**src/rtl/stall_ctrl.sv**
```systemverilog
`default_nettype none
// ============================================================================
//  Module      : stall_ctrl
//  Description : Hazard/stall unit for a 5-stage MIPS subset pipeline.
//                Tuse/Tnew data-hazard stalls plus a multiply/divide busy counter.
//  Revision    : 1.0 - initial release
// ============================================================================
module stall_ctrl (
    input  logic        clk,
    input  logic        rst,
    input  logic [31:0] instr_d,
    input  logic [31:0] instr_e,
    input  logic [31:0] instr_m,
    output logic        pc_en,
    output logic        d_en,
    output logic        e_clr,
    output logic        md_busy,
    output logic        stall
);

    localparam logic [3:0] MUL_CYCLES = 4'd5;
    localparam logic [3:0] DIV_CYCLES = 4'd10;

    typedef enum logic [3:0] {
        K_NONE, K_ALU, K_SLL, K_JR, K_MUL, K_DIV, K_MFHL, K_MTHL,
        K_ORI,  K_LUI, K_LW,  K_SW, K_BEQ, K_JAL
    } kind_t;

    function automatic kind_t classify(input logic [31:0] instr);
        kind_t k;
        k = K_NONE;
        if (instr != 32'd0) begin
            case (instr[31:26])
                6'h00: begin
                    case (instr[5:0])
                        6'h21, 6'h23, 6'h24, 6'h25, 6'h2a: k = K_ALU;
                        6'h00:                             k = K_SLL;
                        6'h08:                             k = K_JR;
                        6'h18, 6'h19:                      k = K_MUL;
                        6'h1a, 6'h1b:                      k = K_DIV;
                        6'h10, 6'h12:                      k = K_MFHL;
                        6'h11, 6'h13:                      k = K_MTHL;
                        default:                           k = K_NONE;
                    endcase
                end
                6'h0d:   k = K_ORI;
                6'h0f:   k = K_LUI;
                6'h23:   k = K_LW;
                6'h2b:   k = K_SW;
                6'h04:   k = K_BEQ;
                6'h03:   k = K_JAL;
                default: k = K_NONE;
            endcase
        end
        return k;
    endfunction

    // A non-writer reports destination $0, which can never cause a stall.
    function automatic logic [4:0] dest_of(input kind_t k, input logic [31:0] instr);
        logic [4:0] d;
        d = 5'd0;
        case (k)
            K_ALU, K_SLL, K_MFHL: d = instr[15:11];
            K_ORI, K_LUI, K_LW:   d = instr[20:16];
            K_JAL:                d = 5'd31;
            default:              d = 5'd0;
        endcase
        return d;
    endfunction

    function automatic logic hazard(
        input logic [4:0] src,
        input logic [1:0] tuse,
        input logic [4:0] e_dst,
        input logic [1:0] e_tnew,
        input logic [4:0] m_dst,
        input logic [1:0] m_tnew
    );
        return (src != 5'd0) &&
               (((src == e_dst) && (e_tnew > tuse)) ||
                ((src == m_dst) && (m_tnew > tuse)));
    endfunction

    kind_t      kind_d;
    kind_t      kind_e;
    kind_t      kind_m;
    logic       rs_used;
    logic       rt_used;
    logic [1:0] rs_tuse;
    logic [1:0] rt_tuse;
    logic [4:0] e_dst;
    logic [4:0] m_dst;
    logic [1:0] e_tnew;
    logic [1:0] m_tnew;
    logic       data_stall;
    logic       md_stall;
    logic       md_start;
    logic [3:0] cnt_q;
    logic [3:0] cnt_d;

    assign kind_d = classify(instr_d);
    assign kind_e = classify(instr_e);
    assign kind_m = classify(instr_m);

    always_comb begin
        rs_used = 1'b0;
        rt_used = 1'b0;
        rs_tuse = 2'd1;
        rt_tuse = 2'd1;
        case (kind_d)
            K_ALU, K_MUL, K_DIV: begin
                rs_used = 1'b1;
                rt_used = 1'b1;
            end
            K_SLL:               rt_used = 1'b1;
            K_ORI, K_LW, K_MTHL: rs_used = 1'b1;
            K_SW: begin
                rs_used = 1'b1;
                rt_used = 1'b1;
                rt_tuse = 2'd2;
            end
            K_JR: begin
                rs_used = 1'b1;
                rs_tuse = 2'd0;
            end
            K_BEQ: begin
                rs_used = 1'b1;
                rt_used = 1'b1;
                rs_tuse = 2'd0;
                rt_tuse = 2'd0;
            end
            default: ;
        endcase
    end

    always_comb begin
        e_tnew = 2'd0;
        case (kind_e)
            K_LW:                                e_tnew = 2'd2;
            K_ALU, K_SLL, K_ORI, K_LUI, K_MFHL:  e_tnew = 2'd1;
            default:                             e_tnew = 2'd0;
        endcase
    end

    assign m_tnew = {1'b0, kind_m == K_LW};
    assign e_dst  = dest_of(kind_e, instr_e);
    assign m_dst  = dest_of(kind_m, instr_m);

    assign data_stall =
        (rs_used && hazard(instr_d[25:21], rs_tuse, e_dst, e_tnew, m_dst, m_tnew)) ||
        (rt_used && hazard(instr_d[20:16], rt_tuse, e_dst, e_tnew, m_dst, m_tnew));

    assign md_start = (kind_e == K_MUL) || (kind_e == K_DIV);
    assign md_busy  = (cnt_q != 4'd0);
    assign md_stall = ((kind_d == K_MUL) || (kind_d == K_DIV) ||
                       (kind_d == K_MFHL) || (kind_d == K_MTHL)) &&
                      (md_busy || md_start);

    // A start in E reloads the counter even if a previous count is still running.
    always_comb begin
        cnt_d = cnt_q;
        if (kind_e == K_MUL) begin
            cnt_d = MUL_CYCLES;
        end else if (kind_e == K_DIV) begin
            cnt_d = DIV_CYCLES;
        end else if (cnt_q != 4'd0) begin
            cnt_d = cnt_q - 4'd1;
        end
    end

    always_ff @(posedge clk) begin
        if (rst) begin
            cnt_q <= 4'd0;
        end else begin
            cnt_q <= cnt_d;
        end
    end

    assign stall = data_stall || md_stall;
    assign pc_en = !stall;
    assign d_en  = !stall;
    assign e_clr = stall;

endmodule
`default_nettype wire
```
**config.mk**
```make
export PLATFORM = sky130hd
export DESIGN_NAME = stall_ctrl
export DESIGN_NICKNAME = d
export VERILOG_FILES = /design/src/rtl/stall_ctrl.sv
export SDC_FILE = /design/constraint.sdc
export NUM_CORES = 1
export LEC_CHECK = 0
export ABC_AREA = 1
export CAP_MARGIN = 15
export CORE_MARGIN = 2
export CORE_UTILIZATION = 36
export DETAILED_ROUTE_END_ITERATION = 8
export GPL_ROUTABILITY_DRIVEN = 0
export MAX_ROUTING_LAYER = met4
export PLACE_DENSITY_LB_ADDON = 0.12
export SLEW_MARGIN = 40
export SYNTH_ARGS = -nofsm -noshare
export SYNTH_HDL_FRONTEND = slang
export SYNTH_SLANG_ARGS = --single-unit
```
**constraint.sdc**
```tcl
create_clock -name clk -period 7.65 [get_ports clk]
set_input_delay 1.1475 -clock clk [delete_from_list [all_inputs] [get_ports clk]]
set_output_delay 1.1475 -clock clk [all_outputs]
set_load 0.02 [all_outputs]
```
==> metrics.cfg <==
[cells_and_area]
syn_to_final_growth_pct=54.63
antenna_cells=0
largest_reg_flops=4
design_area_um2=3219
fin_cells=606
drive_above_1_share_pct=7.865
largestRegisters=cnt_q (4)
num-nets-final=638
largest_register=cnt_q

[synthesis]
synth.distinct_cells=32
ys_seq_elements=4
synthTopCellsByCount=nand2_1, nor2_1, inv_1
yosysWarningCount=0
yosys.cell_count.top_type=nand2_1
synthTopCellsByArea=nand2_1, nand3_1, nor2_1, inv_1, a21oi_1
synth_edf_count=0
synth_flop_cell=dfxtp_1
synth_area_per_cell_um2=4.831
synth.top_cell.area_share_pct=19.83
synth_area_leader_cell=nand2_1
synth_area_um2=2082
syn_nets=533
yosysSeqAreaShare_pct=3.846
synthCells=431
async_flop_share_pct=0

[clock_network]
clockBufferDepth=2
clk_pin_slew_worst_paths_ns=0.03
numCtsBuffers=3
cts_sinks=4
cts_setup_buffers=0
postCtsHoldBufs=0
cts_root_buf=clkbuf_8
cts_max_level=1
ctsResizeCount=0
tritoncts=yes
clkLatencyLatePin_ns=0.22

[timing]
drv_slew=0
maxSlewHeadroom_pct=75.43
worstMarginPinSlew_ns=0.3669
setup_viol=0
rsz0062_at_grt=false
totalNegativeSetupSlack_ns=0
fin_crit_ns=5.476
post-route-period-util_pct=71.58
hold_viol_final=0
clock_skew_ns=0.002538
fmax_mhz=182.6

[floorplan]
row_count=27
die-area_um2=6408
io_pins=103
die_h_um=80.05
start_util_pct=37.58
core_area_um2=5540
dieWidth_um=80.05

[critical_path]
worst-r2r-cell-count=8
startpoint_type=primary input
worstPathRequired_ns=6.50
worst_setup_path_end_kind=output pin
crit_chain=clkdlybuf4s50_1 -> inv_1 -> nor2_1 -> nand2_1 -> nand2_1 -> nand2_1 -> nand2_1 -> inv_1 -> nor2_1 -> nor2_2 -> nand2_2 -> nand2_2 -> a21boi_0 -> ha_1 -> o21ai_0 -> nand2_1 -> nor2_1 -> nand3_1 -> nand2_1 -> nand2_1 -> nand3_1 -> clkdlybuf4s50_1
cp_max_fo=6
slowest_stage=clkdlybuf4s50_1
max_stage_delay_ns=0.61
crit_type=in2out
crit_top_cell=nand2_1
cp.arrival_ns=4.33

[placed_design]
portBuffers=102
placed_area_um2=3178
place_hpwl_um=5654
dp_cells=603

[detailed_routing]
via_per_inst=4.931
drt_iter0_markers=133
ant_nets=0
vias=2988
drt_pre_antenna_iters=5
avgRoutedWirePerCell_um=10.55
drt_wl_total_um=6392
drcViolationCount=0

[job]
maxCapViolCount=0

[grt]
grt_pass1_vias=2734
grt_use_total_pct=20.82
grt_start_max_net_pins=7
antenna_found_initial=0
grt_first_pass_wirelength_um=10980
gr-total-overflow=0

[power_and_ir_drop]
p_leak_nw=1.572
power_density_nw_per_um2=85.36
peakVddDrop_v=0.00009765

[min_path]
holdPathStages=2
hp-class=reg2reg

[status]
status=complete, no violations

-- worst paths after layout --
path / from / end / slack [ns]
setup / recovery: instr_e[3] / e_clr / 2.17
hold / removal: cnt_q[1] / cnt_q[1] / 0.49
setup reg to reg: cnt_q[0] / cnt_q[0] / 6.27
hold reg to reg: cnt_q[1] / cnt_q[1] / 0.49
-- cell type report --
class | instances | area, µm²
flip-flops and latches | 4 | 80.08
well taps | 72 | 90.09
repair buffers | 102 | 1021
clock buffers | 3 | 41.29
inverters | 70 | 262.8
fillers | 563 | 2321
multi-input cells | 355 | 1724
-- worst max-delay path: cells and delay by family --
kind | cells | cell delay, ns
buffers and inverters | 4 | 1.23
AO/OA/AOI/OAI | 2 | 0.47
adder cells (fa/ha/maj) | 1 | 0.28
AND/OR/NAND/NOR | 15 | 1.20
-- per-layer routing --
metal | vias to the layer above | part of all wire [%] | global-route usage (%)
met5 | - | 0 | -
met4 | 0 | 1.4 | 4.407
met3 | 10 | 5.2 | 1.236
met2 | 99 | 50 | 38.33
met1 | 1283 | 43 | 24.92
li1 | 1596 | - | -
-- power breakdown --
part	internal [mW]	switching, mW
registers	0.0307	0.00450
logic	0.0972	0.0977
clock network	0.0336	0.0111
-- cell families after synthesis --
family	share of synthesized area, %
DFF	3.846
AOI/OAI and AO/OA	13.34
and+or+nand+nor	67.07
buffers and inverters	13.34
adders and majority gates	2.404
-- placed cells by master (no fill, tap or decap), drive strengths merged --
master | Yosys | routed
nor2 | 87 | 87
nor3 | 6 | 6
o31ai | 2 | 2
clkdlybuf4s50 | 0 | 102
inv | 69 | 69
a21boi | 2 | 2
a31oi | 2 | 2
nand2 | 118 | 118
a41oi | 1 | 1
nand3b | 3 | 3
nor3b | 1 | 1
nor4 | 3 | 3
clkinv | 1 | 1
ha | 4 | 4
clkbuf | 0 | 3
nand3 | 72 | 72
o211ai | 2 | 2
a21oi | 23 | 23
o21ai | 16 | 16
and2 | 2 | 2
or2 | 4 | 4
o2111ai | 1 | 1
nand4 | 6 | 6
dfxtp | 4 | 4
-- through the flow --
step	setup slack [ns]	power, mW	utilization, %	hold slack [ns]
after detailed placement	2.174	0.2289	57.36	0.4820
after floorplan	3.181	0.1405	-	0.4574
after global placement	2.236	0.2263	57.36	0.4735
after global routing	1.867	0.3070	58.11	0.5341
after CTS	2.163	0.2757	58.11	0.4885
final	2.174	0.2748	58.11	0.4880
No activity file was read; power rests on OpenSTA's default activity.
